## src/rtl/axis_uart_pkg.sv

```systemverilog
// axis_uart_pkg
// Shared definitions for the axis_uart core and its command sequencer:
//   - host command codes (DIVIDER_CMD .. RX_DATA_CMD)
//   - register layouts for the clock divider and control registers
//   - command sequencer FSM state encoding and the error response byte
//   - is_write_cmd(): true for commands that carry a 4-byte payload
package axis_uart_pkg;

  // Host command codes (first byte of every frame)
  localparam logic [7:0] DIVIDER_CMD = 8'd1;
  localparam logic [7:0] CONTROL_CMD = 8'd2;
  localparam logic [7:0] TX_DATA_CMD = 8'd3;
  localparam logic [7:0] RX_DATA_CMD = 8'd4;

  // Response byte returned for an unrecognised command byte when the
  // error-response build option is enabled
  localparam logic [7:0] CMD_ERR_BYTE = 8'hEE;

  // UART control register layout; reserved bits always read as zero
  typedef struct packed {
    logic [27:0] reserved;
    logic        parity_even;
    logic        parity_odd;
    logic        tx_reset;
    logic        rx_reset;
  } uart_control_reg_t;

  // UART clock divider register (system clocks per bit)
  typedef logic [31:0] uart_clk_divider_reg_t;

  // Command sequencer states
  typedef enum logic [1:0] {
    IDLE    = 2'd0,
    PAYLOAD = 2'd1,
    EXEC    = 2'd2,
    RESP    = 2'd3
  } cmd_state_e;

  // Commands followed by a 4-byte little-endian payload
  function automatic logic is_write_cmd(input logic [7:0] cmd);
    return (cmd == DIVIDER_CMD) || (cmd == CONTROL_CMD) || (cmd == TX_DATA_CMD);
  endfunction

endpackage

```

## src/rtl/axis_uart_cmd_ctrl_if.sv

```systemverilog
// axis_uart_cmd_ctrl_if
// Bundles the four byte streams around the command sequencer:
//   s_cmd_*  host -> sequencer command bytes (valid/ready)
//   m_rsp_*  sequencer -> host response bytes (valid/ready)
//   m_tx_*   sequencer -> UART core TX bytes (valid/ready)
//   s_rx_*   UART core -> sequencer RX bytes (valid only, always accepted)
// Modports:
//   slave  : the sequencer's view (consumes cmd/rx, produces rsp/tx)
//   master : the environment's view (host plus UART core)
interface axis_uart_cmd_ctrl_if;

  logic [7:0] s_cmd_tdata;
  logic       s_cmd_tvalid;
  logic       s_cmd_tready;

  logic [7:0] m_rsp_tdata;
  logic       m_rsp_tvalid;
  logic       m_rsp_tready;

  logic [7:0] m_tx_tdata;
  logic       m_tx_tvalid;
  logic       m_tx_tready;

  logic [7:0] s_rx_tdata;
  logic       s_rx_tvalid;

  modport slave (
    input  s_cmd_tdata, s_cmd_tvalid,
    output s_cmd_tready,
    output m_rsp_tdata, m_rsp_tvalid,
    input  m_rsp_tready,
    output m_tx_tdata, m_tx_tvalid,
    input  m_tx_tready,
    input  s_rx_tdata, s_rx_tvalid
  );

  modport master (
    output s_cmd_tdata, s_cmd_tvalid,
    input  s_cmd_tready,
    input  m_rsp_tdata, m_rsp_tvalid,
    output m_rsp_tready,
    input  m_tx_tdata, m_tx_tvalid,
    output m_tx_tready,
    output s_rx_tdata, s_rx_tvalid
  );

endinterface

```

## src/rtl/axis_uart_cmd_ctrl.sv

```systemverilog
// axis_uart_cmd_ctrl
// Command sequencer for one axis_uart core. Parses framed host commands
// (command byte, then 4 little-endian payload bytes for divider/control/TX
// writes; no payload for RX read), holds the divider and control registers,
// forwards TX bytes to the core and returns the last captured RX byte.
//
// Ports:
//   clk_i          single clock, rising edge
//   arstn_i        asynchronous active-low reset
//   bus            axis_uart_cmd_ctrl_if.slave (cmd, rsp, tx, rx streams)
//   clk_divider_o  divider register (reset DEFAULT_DIVIDER)
//   control_o      control register (uart_control_reg_t layout)
//
// Build option AXIS_UART_CMD_ERR_EN: when defined, an unknown command byte
// produces a CMD_ERR_BYTE response so the host can resynchronise; when
// undefined, unknown command bytes are silently dropped.
module axis_uart_cmd_ctrl
  import axis_uart_pkg::*;
#(
  parameter logic [31:0] DEFAULT_DIVIDER = 32'd868
) (
  input  logic                    clk_i,
  input  logic                    arstn_i,
  axis_uart_cmd_ctrl_if.slave     bus,
  output uart_clk_divider_reg_t   clk_divider_o,
  output uart_control_reg_t       control_o
);

  cmd_state_e            state_q;
  logic [7:0]            cmd_q;
  logic [1:0]            cnt_q;
  logic [31:0]           payload_q;
  uart_clk_divider_reg_t div_q;
  uart_control_reg_t     ctrl_q;
  logic                  tx_valid_q;
  logic [7:0]            tx_data_q;
  logic                  rsp_valid_q;
  logic [7:0]            rsp_data_q;
  logic                  ready_en_q;
  logic [7:0]            rx_data_q;
  logic                  rx_pending;
  logic                  rsp_err_q;

  logic cmd_hs;
  logic rsp_hs;
  logic tx_hs;

  // ready_en_q keeps the command port closed while reset is asserted and
  // opens it from the first clock after release
  assign bus.s_cmd_tready = ready_en_q && ((state_q == IDLE) || (state_q == PAYLOAD));
  assign bus.m_rsp_tvalid = rsp_valid_q;
  assign bus.m_rsp_tdata  = rsp_data_q;
  assign bus.m_tx_tvalid  = tx_valid_q;
  assign bus.m_tx_tdata   = tx_data_q;
  assign clk_divider_o    = div_q;
  assign control_o        = ctrl_q;

  assign cmd_hs = bus.s_cmd_tvalid && bus.s_cmd_tready;
  assign rsp_hs = rsp_valid_q && bus.m_rsp_tready;
  assign tx_hs  = tx_valid_q && bus.m_tx_tready;

`ifndef AXIS_UART_CMD_ERR_EN
  // Without error responses every response is an RX read
  assign rsp_err_q = 1'b0;
`endif

  // RX capture runs regardless of the sequencer state; the newest byte
  // always wins. An arriving byte keeps rx_pending set even when it lands
  // on the same edge as the response that consumes the previous one.
  // Error responses carry no RX data and leave rx_pending alone.
  always_ff @(posedge clk_i or negedge arstn_i) begin
    if (!arstn_i) begin
      rx_data_q  <= 8'h00;
      rx_pending <= 1'b0;
    end else begin
      if (bus.s_rx_tvalid) begin
        rx_data_q  <= bus.s_rx_tdata;
        rx_pending <= 1'b1;
      end else if (rsp_hs && !rsp_err_q) begin
        rx_pending <= 1'b0;
      end
    end
  end

  // Command sequencer. Output valids are registered so TX/RSP valid rise the
  // cycle after the frame's last handshake and drop immediately on reset.
  // The response byte is frozen on RESP entry so tdata is stable while
  // valid; a byte arriving on that same edge is forwarded directly.
  always_ff @(posedge clk_i or negedge arstn_i) begin
    if (!arstn_i) begin
      state_q     <= IDLE;
      cmd_q       <= 8'h00;
      cnt_q       <= 2'd0;
      payload_q   <= 32'h0;
      div_q       <= DEFAULT_DIVIDER;
      ctrl_q      <= '0;
      tx_valid_q  <= 1'b0;
      tx_data_q   <= 8'h00;
      rsp_valid_q <= 1'b0;
      rsp_data_q  <= 8'h00;
      ready_en_q  <= 1'b0;
`ifdef AXIS_UART_CMD_ERR_EN
      rsp_err_q   <= 1'b0;
`endif
    end else begin
      ready_en_q <= 1'b1;
      case (state_q)
        IDLE: begin
          if (cmd_hs) begin
            cmd_q <= bus.s_cmd_tdata;
            cnt_q <= 2'd0;
            if (is_write_cmd(bus.s_cmd_tdata)) begin
              state_q <= PAYLOAD;
            end else if (bus.s_cmd_tdata == RX_DATA_CMD) begin
              state_q     <= RESP;
              rsp_valid_q <= 1'b1;
              rsp_data_q  <= bus.s_rx_tvalid ? bus.s_rx_tdata : rx_data_q;
`ifdef AXIS_UART_CMD_ERR_EN
              rsp_err_q   <= 1'b0;
`endif
            end else begin
`ifdef AXIS_UART_CMD_ERR_EN
              state_q     <= RESP;
              rsp_valid_q <= 1'b1;
              rsp_data_q  <= CMD_ERR_BYTE;
              rsp_err_q   <= 1'b1;
`else
              state_q     <= IDLE;
`endif
            end
          end
        end

        PAYLOAD: begin
          if (cmd_hs) begin
            payload_q[{cnt_q, 3'b000} +: 8] <= bus.s_cmd_tdata;
            cnt_q <= cnt_q + 2'd1;
            if (cnt_q == 2'd3) begin
              state_q <= EXEC;
              // Byte 0 of the payload was stored three handshakes ago
              if (cmd_q == TX_DATA_CMD) begin
                tx_valid_q <= 1'b1;
                tx_data_q  <= payload_q[7:0];
              end
            end
          end
        end

        EXEC: begin
          case (cmd_q)
            DIVIDER_CMD: begin
              // A zero divider would stall the UART; keep the old value
              if (payload_q != 32'h0) begin
                div_q <= payload_q;
              end
              state_q <= IDLE;
            end
            CONTROL_CMD: begin
              ctrl_q  <= uart_control_reg_t'({28'h0, payload_q[3:0]});
              state_q <= IDLE;
            end
            TX_DATA_CMD: begin
              if (tx_hs) begin
                tx_valid_q <= 1'b0;
                state_q    <= IDLE;
              end
            end
            default: begin
              state_q <= IDLE;
            end
          endcase
        end

        RESP: begin
          if (rsp_hs) begin
            rsp_valid_q <= 1'b0;
            state_q     <= IDLE;
          end
        end

        default: begin
          state_q <= IDLE;
        end
      endcase
    end
  end

  // A captured RX byte is always marked pending on the following cycle
  rx_pending_after_capture: assert property (
    @(posedge clk_i) disable iff (!arstn_i) bus.s_rx_tvalid |=> rx_pending
  );

endmodule

```

## src/flat_wrapper.sv

```systemverilog
// flat-port wrapper written by rule: the top's interface ports become plain ports
module axis_uart_cmd_ctrl_flat import axis_uart_pkg::*;
#(
  parameter logic [31:0] DEFAULT_DIVIDER = 32'd868
)
  (clk_i, arstn_i, clk_divider_o, control_o, bus_s_cmd_tdata, bus_s_cmd_tvalid, bus_s_cmd_tready, bus_m_rsp_tdata, bus_m_rsp_tvalid, bus_m_rsp_tready, bus_m_tx_tdata, bus_m_tx_tvalid, bus_m_tx_tready, bus_s_rx_tdata, bus_s_rx_tvalid);
  axis_uart_cmd_ctrl_if bus_i ();
  input  logic clk_i;
  input  logic arstn_i;
  output uart_clk_divider_reg_t clk_divider_o;
  output uart_control_reg_t control_o;
  input wire logic [$bits(bus_i.s_cmd_tdata)-1:0] bus_s_cmd_tdata;
  input wire logic [$bits(bus_i.s_cmd_tvalid)-1:0] bus_s_cmd_tvalid;
  output wire logic [$bits(bus_i.s_cmd_tready)-1:0] bus_s_cmd_tready;
  output wire logic [$bits(bus_i.m_rsp_tdata)-1:0] bus_m_rsp_tdata;
  output wire logic [$bits(bus_i.m_rsp_tvalid)-1:0] bus_m_rsp_tvalid;
  input wire logic [$bits(bus_i.m_rsp_tready)-1:0] bus_m_rsp_tready;
  output wire logic [$bits(bus_i.m_tx_tdata)-1:0] bus_m_tx_tdata;
  output wire logic [$bits(bus_i.m_tx_tvalid)-1:0] bus_m_tx_tvalid;
  input wire logic [$bits(bus_i.m_tx_tready)-1:0] bus_m_tx_tready;
  input wire logic [$bits(bus_i.s_rx_tdata)-1:0] bus_s_rx_tdata;
  input wire logic [$bits(bus_i.s_rx_tvalid)-1:0] bus_s_rx_tvalid;
  assign bus_i.s_cmd_tdata = bus_s_cmd_tdata;
  assign bus_i.s_cmd_tvalid = bus_s_cmd_tvalid;
  assign bus_s_cmd_tready = bus_i.s_cmd_tready;
  assign bus_m_rsp_tdata = bus_i.m_rsp_tdata;
  assign bus_m_rsp_tvalid = bus_i.m_rsp_tvalid;
  assign bus_i.m_rsp_tready = bus_m_rsp_tready;
  assign bus_m_tx_tdata = bus_i.m_tx_tdata;
  assign bus_m_tx_tvalid = bus_i.m_tx_tvalid;
  assign bus_i.m_tx_tready = bus_m_tx_tready;
  assign bus_i.s_rx_tdata = bus_s_rx_tdata;
  assign bus_i.s_rx_tvalid = bus_s_rx_tvalid;
  axis_uart_cmd_ctrl #(.DEFAULT_DIVIDER(DEFAULT_DIVIDER)) u_core (.clk_i(clk_i), .arstn_i(arstn_i), .bus(bus_i), .clk_divider_o(clk_divider_o), .control_o(control_o));
endmodule
```

## config.mk

```make
export PLATFORM = sky130hd
export DESIGN_NAME = axis_uart_cmd_ctrl_flat
export DESIGN_NICKNAME = d
export VERILOG_FILES = /design/src/rtl/axis_uart_pkg.sv /design/src/rtl/axis_uart_cmd_ctrl_if.sv /design/src/rtl/axis_uart_cmd_ctrl.sv /design/src/flat_wrapper.sv
export SDC_FILE = /design/constraint.sdc
export NUM_CORES = 1
export LEC_CHECK = 0
export ABC_AREA = 1
export BUFFER_PORTS_ARGS = -buffer_cell sky130_fd_sc_hd__buf_4
export CAP_MARGIN = 40
export CORE_MARGIN = 8
export CORE_UTILIZATION = 59
export DETAILED_ROUTE_END_ITERATION = 10
export PLACE_DENSITY = 0.89
export SYNTH_ARGS = -nofsm -noshare
export SYNTH_HDL_FRONTEND = slang
export SYNTH_SLANG_ARGS = --single-unit
```

## constraint.sdc

```tcl
create_clock -name clk_i -period 3.05 [get_ports clk_i]
set_input_delay 0.61 -clock clk_i [delete_from_list [all_inputs] [get_ports clk_i]]
set_output_delay 0.61 -clock clk_i [all_outputs]
set_load 0.01 [all_outputs]
```

# Yosys cells after proc, flatten, opt, wreduce, memory -nomap -nowiden
# Index checks and enable logic that the tools add are counted.
# Widths: inputs -> output; s select.
totals:
  regBits: 107
  in_bits: 22
  out_inout_bits: 83
  word_cells: 88
op_classes:
  n_addsub: 2
  eq_ne: 21
  shift: 2
  mux: 25
  bitwise_logic: 1
  reduce_logical: 22
ops:
  columns: ["cell", "count"]
  rows:
  - ["$bwmux 32", 1]
  - ["$eq 8x2->1 const B", 4]
  - ["$reduce_bool 32->1", 1]
  - ["$shift 8x7->32 const A", 1]
  - ["$shiftx 8x7->32", 1]
  - ["$mux 2", 10]
  - ["$eq 8x1->1 const B", 2]
  - ["$ne 2x1->1 const B", 5]
  - ["$reduce_and 5->1", 2]
  - ["$mux 1", 9]
  - ["$eq 8x3->1 const B", 1]
  - ["$mux 8", 1]
  - ["$ne 2x2->1 const B", 4]
  - ["$pmux 2 s4", 1]
  - ["$reduce_and 4->1", 2]
  - ["$neg 5->7", 1]
  - ["$eq 2x2->1 const B", 3]
  - ["$reduce_and 2->1", 3]
  - ["$reduce_and 3->1", 2]
  - ["$reduce_and 6->1", 1]
  - ["$reduce_bool 2->1", 3]
  - ["$logic_and 1x1->1", 4]
  - ["$pmux 1 s2", 2]
  - ["$pmux 2 s2", 1]
  - ["6 further kinds", 8]

# Depth between registers and ports, before layout
depth:
  word_depth: 6
  ltp_mapped: 10

# Worst setup path before layout
# Ideal clock, no wire load.
synth_timing:
  kind: "flip-flop to flip-flop"
  from: "register u_core.cnt_q[0]"
  to: "register u_core.payload_q[14]"
  setup_time_ns: 0.077
  t_arrival_ns: 1.824
  t_required_ns: 2.973
  slack_ns: 1.148
  stages_incl_launch_ff: 9
  path_buffers: 2
  synth_period_minus_slack_ns: 1.902
  cell_sequence: "dfrtp_1 clkbuf_1 inv_2 ha_1 inv_1 nor2_1 buf_2 nand3_1 a21oi_1"
synth_between:
  elab_chain_cells: 3
  elab_cells_between_ends: 4
  classes_between: "add/sub: 1; shift: 2; mux: 1"
synth_lines:
  columns: ["element", "line_no", "text"]
  rows:
  - ["from (decl)", "axis_uart_cmd_ctrl.sv:31", "logic [1:0] cnt_q;"]
  - ["from (signal assigned)", "axis_uart_cmd_ctrl.sv:137", "cnt_q <= cnt_q + 2'd1;"]
  - ["$neg 5->7 *", "axis_uart_cmd_ctrl.sv:136", "payload_q[{cnt_q, 3'b000} +: 8] <= bus.s_cmd_tdata;"]
  - ["$shiftx 8x7->32 / $shift 8x7->32 (equally long branches)", "axis_uart_cmd_ctrl.sv:136", null]
  - ["$bwmux 32 *", "axis_uart_cmd_ctrl.sv:136", null]
  - ["to (signal, indexed assignment)", "axis_uart_cmd_ctrl.sv:136", null]
  - ["to (decl)", "axis_uart_cmd_ctrl.sv:32", "logic [31:0] payload_q;"]
# Mark *: on every way between the ends. The rest lies on a longest branch, timed or not.
# A chain may end at the register's enable or synchronous reset.

# Worst setup path after layout
layout_timing:
  from: "register u_core.cnt_q[0]"
  to: "register u_core.payload_q[7]"
# The elaborated chain is that of the path after synthesis.

==> summary.txt <==
Status -> finished clean
Worst setup margin -> 0.860 ns
Max Clk Rate -> 0.457 GHz
GR Layer Usage met1 -> 24.5%
PortBufs -> 76
Final number of hold-violating endpoints -> 0
Row count -> 34
Routability congestion estimate -> 0.914
Setup_tns -> 0 ns
Final Critical Period -> 2.19 ns
Yosys warns -> 0
Area share of the largest cell type after synthesis -> 50.4%
Drt wl/cell -> 14.5 um
Critical path arrival -> 2.47 ns
Gr usage total -> 20.2%
Most frequent cell after synthesis -> nand2_1
DR vias -> 4,182
Final Net Count -> 707
Clock Path Buffers -> 2
Crit path cell chain -> inv_2, ha_1, inv_1, nand2_1, nor3_1, nand2_1, o21ai_0
Mapped Cells -> 603
Synth top cells by count -> nand2_1, dfrtp_1, nand3_1, nor2_1, inv_1
Initial DRC count -> 252
Number of synthesized flops with an enable pin -> 0
Clock transition at path regs -> 0.10 ns
Area of the multi-input gates -> 2000 sq um
Die Wd -> 109 um
Die height -> 109 um
Root Driver -> clkbuf_8
Via count of the first global-routing pass -> 4,197
Max Cap Viol -> 0
Layout cell share with drive strength beyond 1 -> 18.1%
Setup bufs post-CTS -> 0
CTS tree -> done
WS Path Type -> reg -> reg
HP Class -> in -> async
Post-Syn Area -> 5060 sq um
Slowest stage cell, crit path -> dfrtp_1
Cell Count, Final, Fillers Out -> 787
Count of final setup violators -> 0
Syn_area_per_cell -> 8.40 sq um
Slew margin rel. -> 54.7%
Busiest grt layer -> met2
FF/Latch Area -> 2680 sq um
Total gr overflow -> 0
Post-synth top flop -> dfrtp_1
Crit-path leading delay family -> flip-flops
Most frequent CP cell -> nand2_1
Clock Skews -> 0.0104 ns
Total CTS buffers -> 9
Synthesis-to-layout area growth -> 15.1%
IR drop worst, VDD -> 378 uV
Cts hold-fix bufs -> 0
Wirelength, routed -> 11,400 um
Synth unique cells -> 26
Period utilization -> 71.8%
Post-Place Setup Slack -> 0.930 ns
Ant diodes -> 0
DRC Markers -> 0
Dpl cells -> 771
Final ANT Viol Nets -> 0
WP buf/inv -> 2
Via density -> 5.31
Async SR Flop Fraction -> 100%
Worst Setup End Kind -> flop
Initial Utilization -> 59.5%
#FFs+latches synth -> 107
Total core area -> 8510 sq um
Largest net degree at the start of global routing -> 58
Hold Slack -> 0.264 ns
Layout fillers -> 642
CP required -> 3.33 ns
Dpl hpwl -> 8450 um
Crit path max fanout -> 21
Slew Viols, Final -> 0
Grt met3 use -> 4.31%
Pleak -> 3.18 nW
Drt first pass iters -> 5
Met2 Usage GRT -> 34.4%
# IOs -> 105
H-tree depth -> 3
RSZ-0062 raised after global routing -> no
Die area -> 11,800 sq um
Total power -> 0.00313 W
Max incr delay on CP -> 0.78 ns
Global-route wire length before repair -> 19,300 um
Top area cells in the synthesized netlist -> dfrtp_1, nand2_1, nand3_1
Initial antenna violation count -> 0
Post-synth top area cell -> dfrtp_1
Critical path launch point type -> flop
Worst-Margin Slew -> 0.678 ns
Clk Latency, worst-skew pair -> 0.37 ns
Post-CTS Resized -> 0
Pwr/cell area -> 538 nW/um^2
CTS sink cnt -> 107
Sequential-to-total area share from yosys stat -> 53.0%
## metrics by stage
stage	util, %	instance area, sq um
floorplan	-	5160
global placement	65.8	5600
detailed placement	66.1	5630
CTS	68.5	5830
global route	68.5	5830
finish	68.5	5830
## cells by family (layout without fill, tap and decap cells)
logic type      Yosys count  after routing  synth area share (%)
compound gates           63             63                  7.19
fa+ha+maj                11             11                  2.72
buf+inv                  95            144                  9.56
flops                   107            107                  53.0
other cells               2             29                 0.148
simple gates            325            325                  27.4
## path summary, 6_finish.rpt
check	start	end	slack, ns	depth (start not counted)
setup / recovery	u_core.cnt_q[0]	u_core.payload_q[7]	0.86	7
hold reg to reg	u_core.clk_divider_o[6]	u_core.clk_divider_o[6]	0.47	2
max in group asynchronous	arstn_i	u_core.clk_divider_o[8]	2.01	2
setup reg to reg	u_core.cnt_q[0]	u_core.payload_q[7]	0.86	7
min in group clk_i	bus_s_rx_tdata[2]	u_core.rx_data_q[2]	0.46	3
hold / removal	arstn_i	u_core.bus.m_tx_tdata[3]	0.26	1
## registers in the layout (all words and copies together) (netlist names)
name,cells
u_core.bus.m_tx_tvalid,1
u_core.payload_q,32
u_core.cnt_q,2
u_core.bus.m_rsp_tvalid,1
u_core.cmd_q,8
u_core.state_q,2
u_core.rx_data_q,8
u_core.clk_divider_o,32
u_core.bus.m_rsp_tdata,8
u_core.control_o,4
u_core.bus.m_tx_tdata,8
u_core.ready_en_q,1
## final cells by class
cell class              count  share of cell area, %
flip-flops and latches    107                   46.1
well taps                 108                   2.32
repair buffers             81                   10.9
clock inverters             7                   1.29
clock buffers               9                   2.13
inverters                  47                   3.03
multi-input cells         428                   34.3
## per-layer routing
layer	wire length [um]	share of wire, %
met1	4550	40
met2	5830	51
met3	770	6.8
met4	245	2.2
met5	0	0
## cell usage in the layout (no fill, tap or decap), drive strengths merged
| cell type | n |
|---|---|
| o21ai | 36 |
| dfrtp | 102 |
| nand3 | 65 |
| nor3 | 11 |
| dfstp | 5 |
| bufinv | 1 |
| inv | 48 |
| a21boi | 2 |
| a21oi | 21 |
| conb | 29 |
| nand2 | 185 |
| ha | 11 |
| buf | 81 |
| clkinv | 5 |
| clkbuf | 9 |
| o21a | 4 |
| nor2 | 54 |
| nand4 | 10 |
## power breakdown
group | switching (W) | internal (W)
Clock | 0.000482 | 0.000386
Combinational | 0.000381 | 0.000199
Sequential | 0.000111 | 0.00158
(Power assumes the default switching activity.)
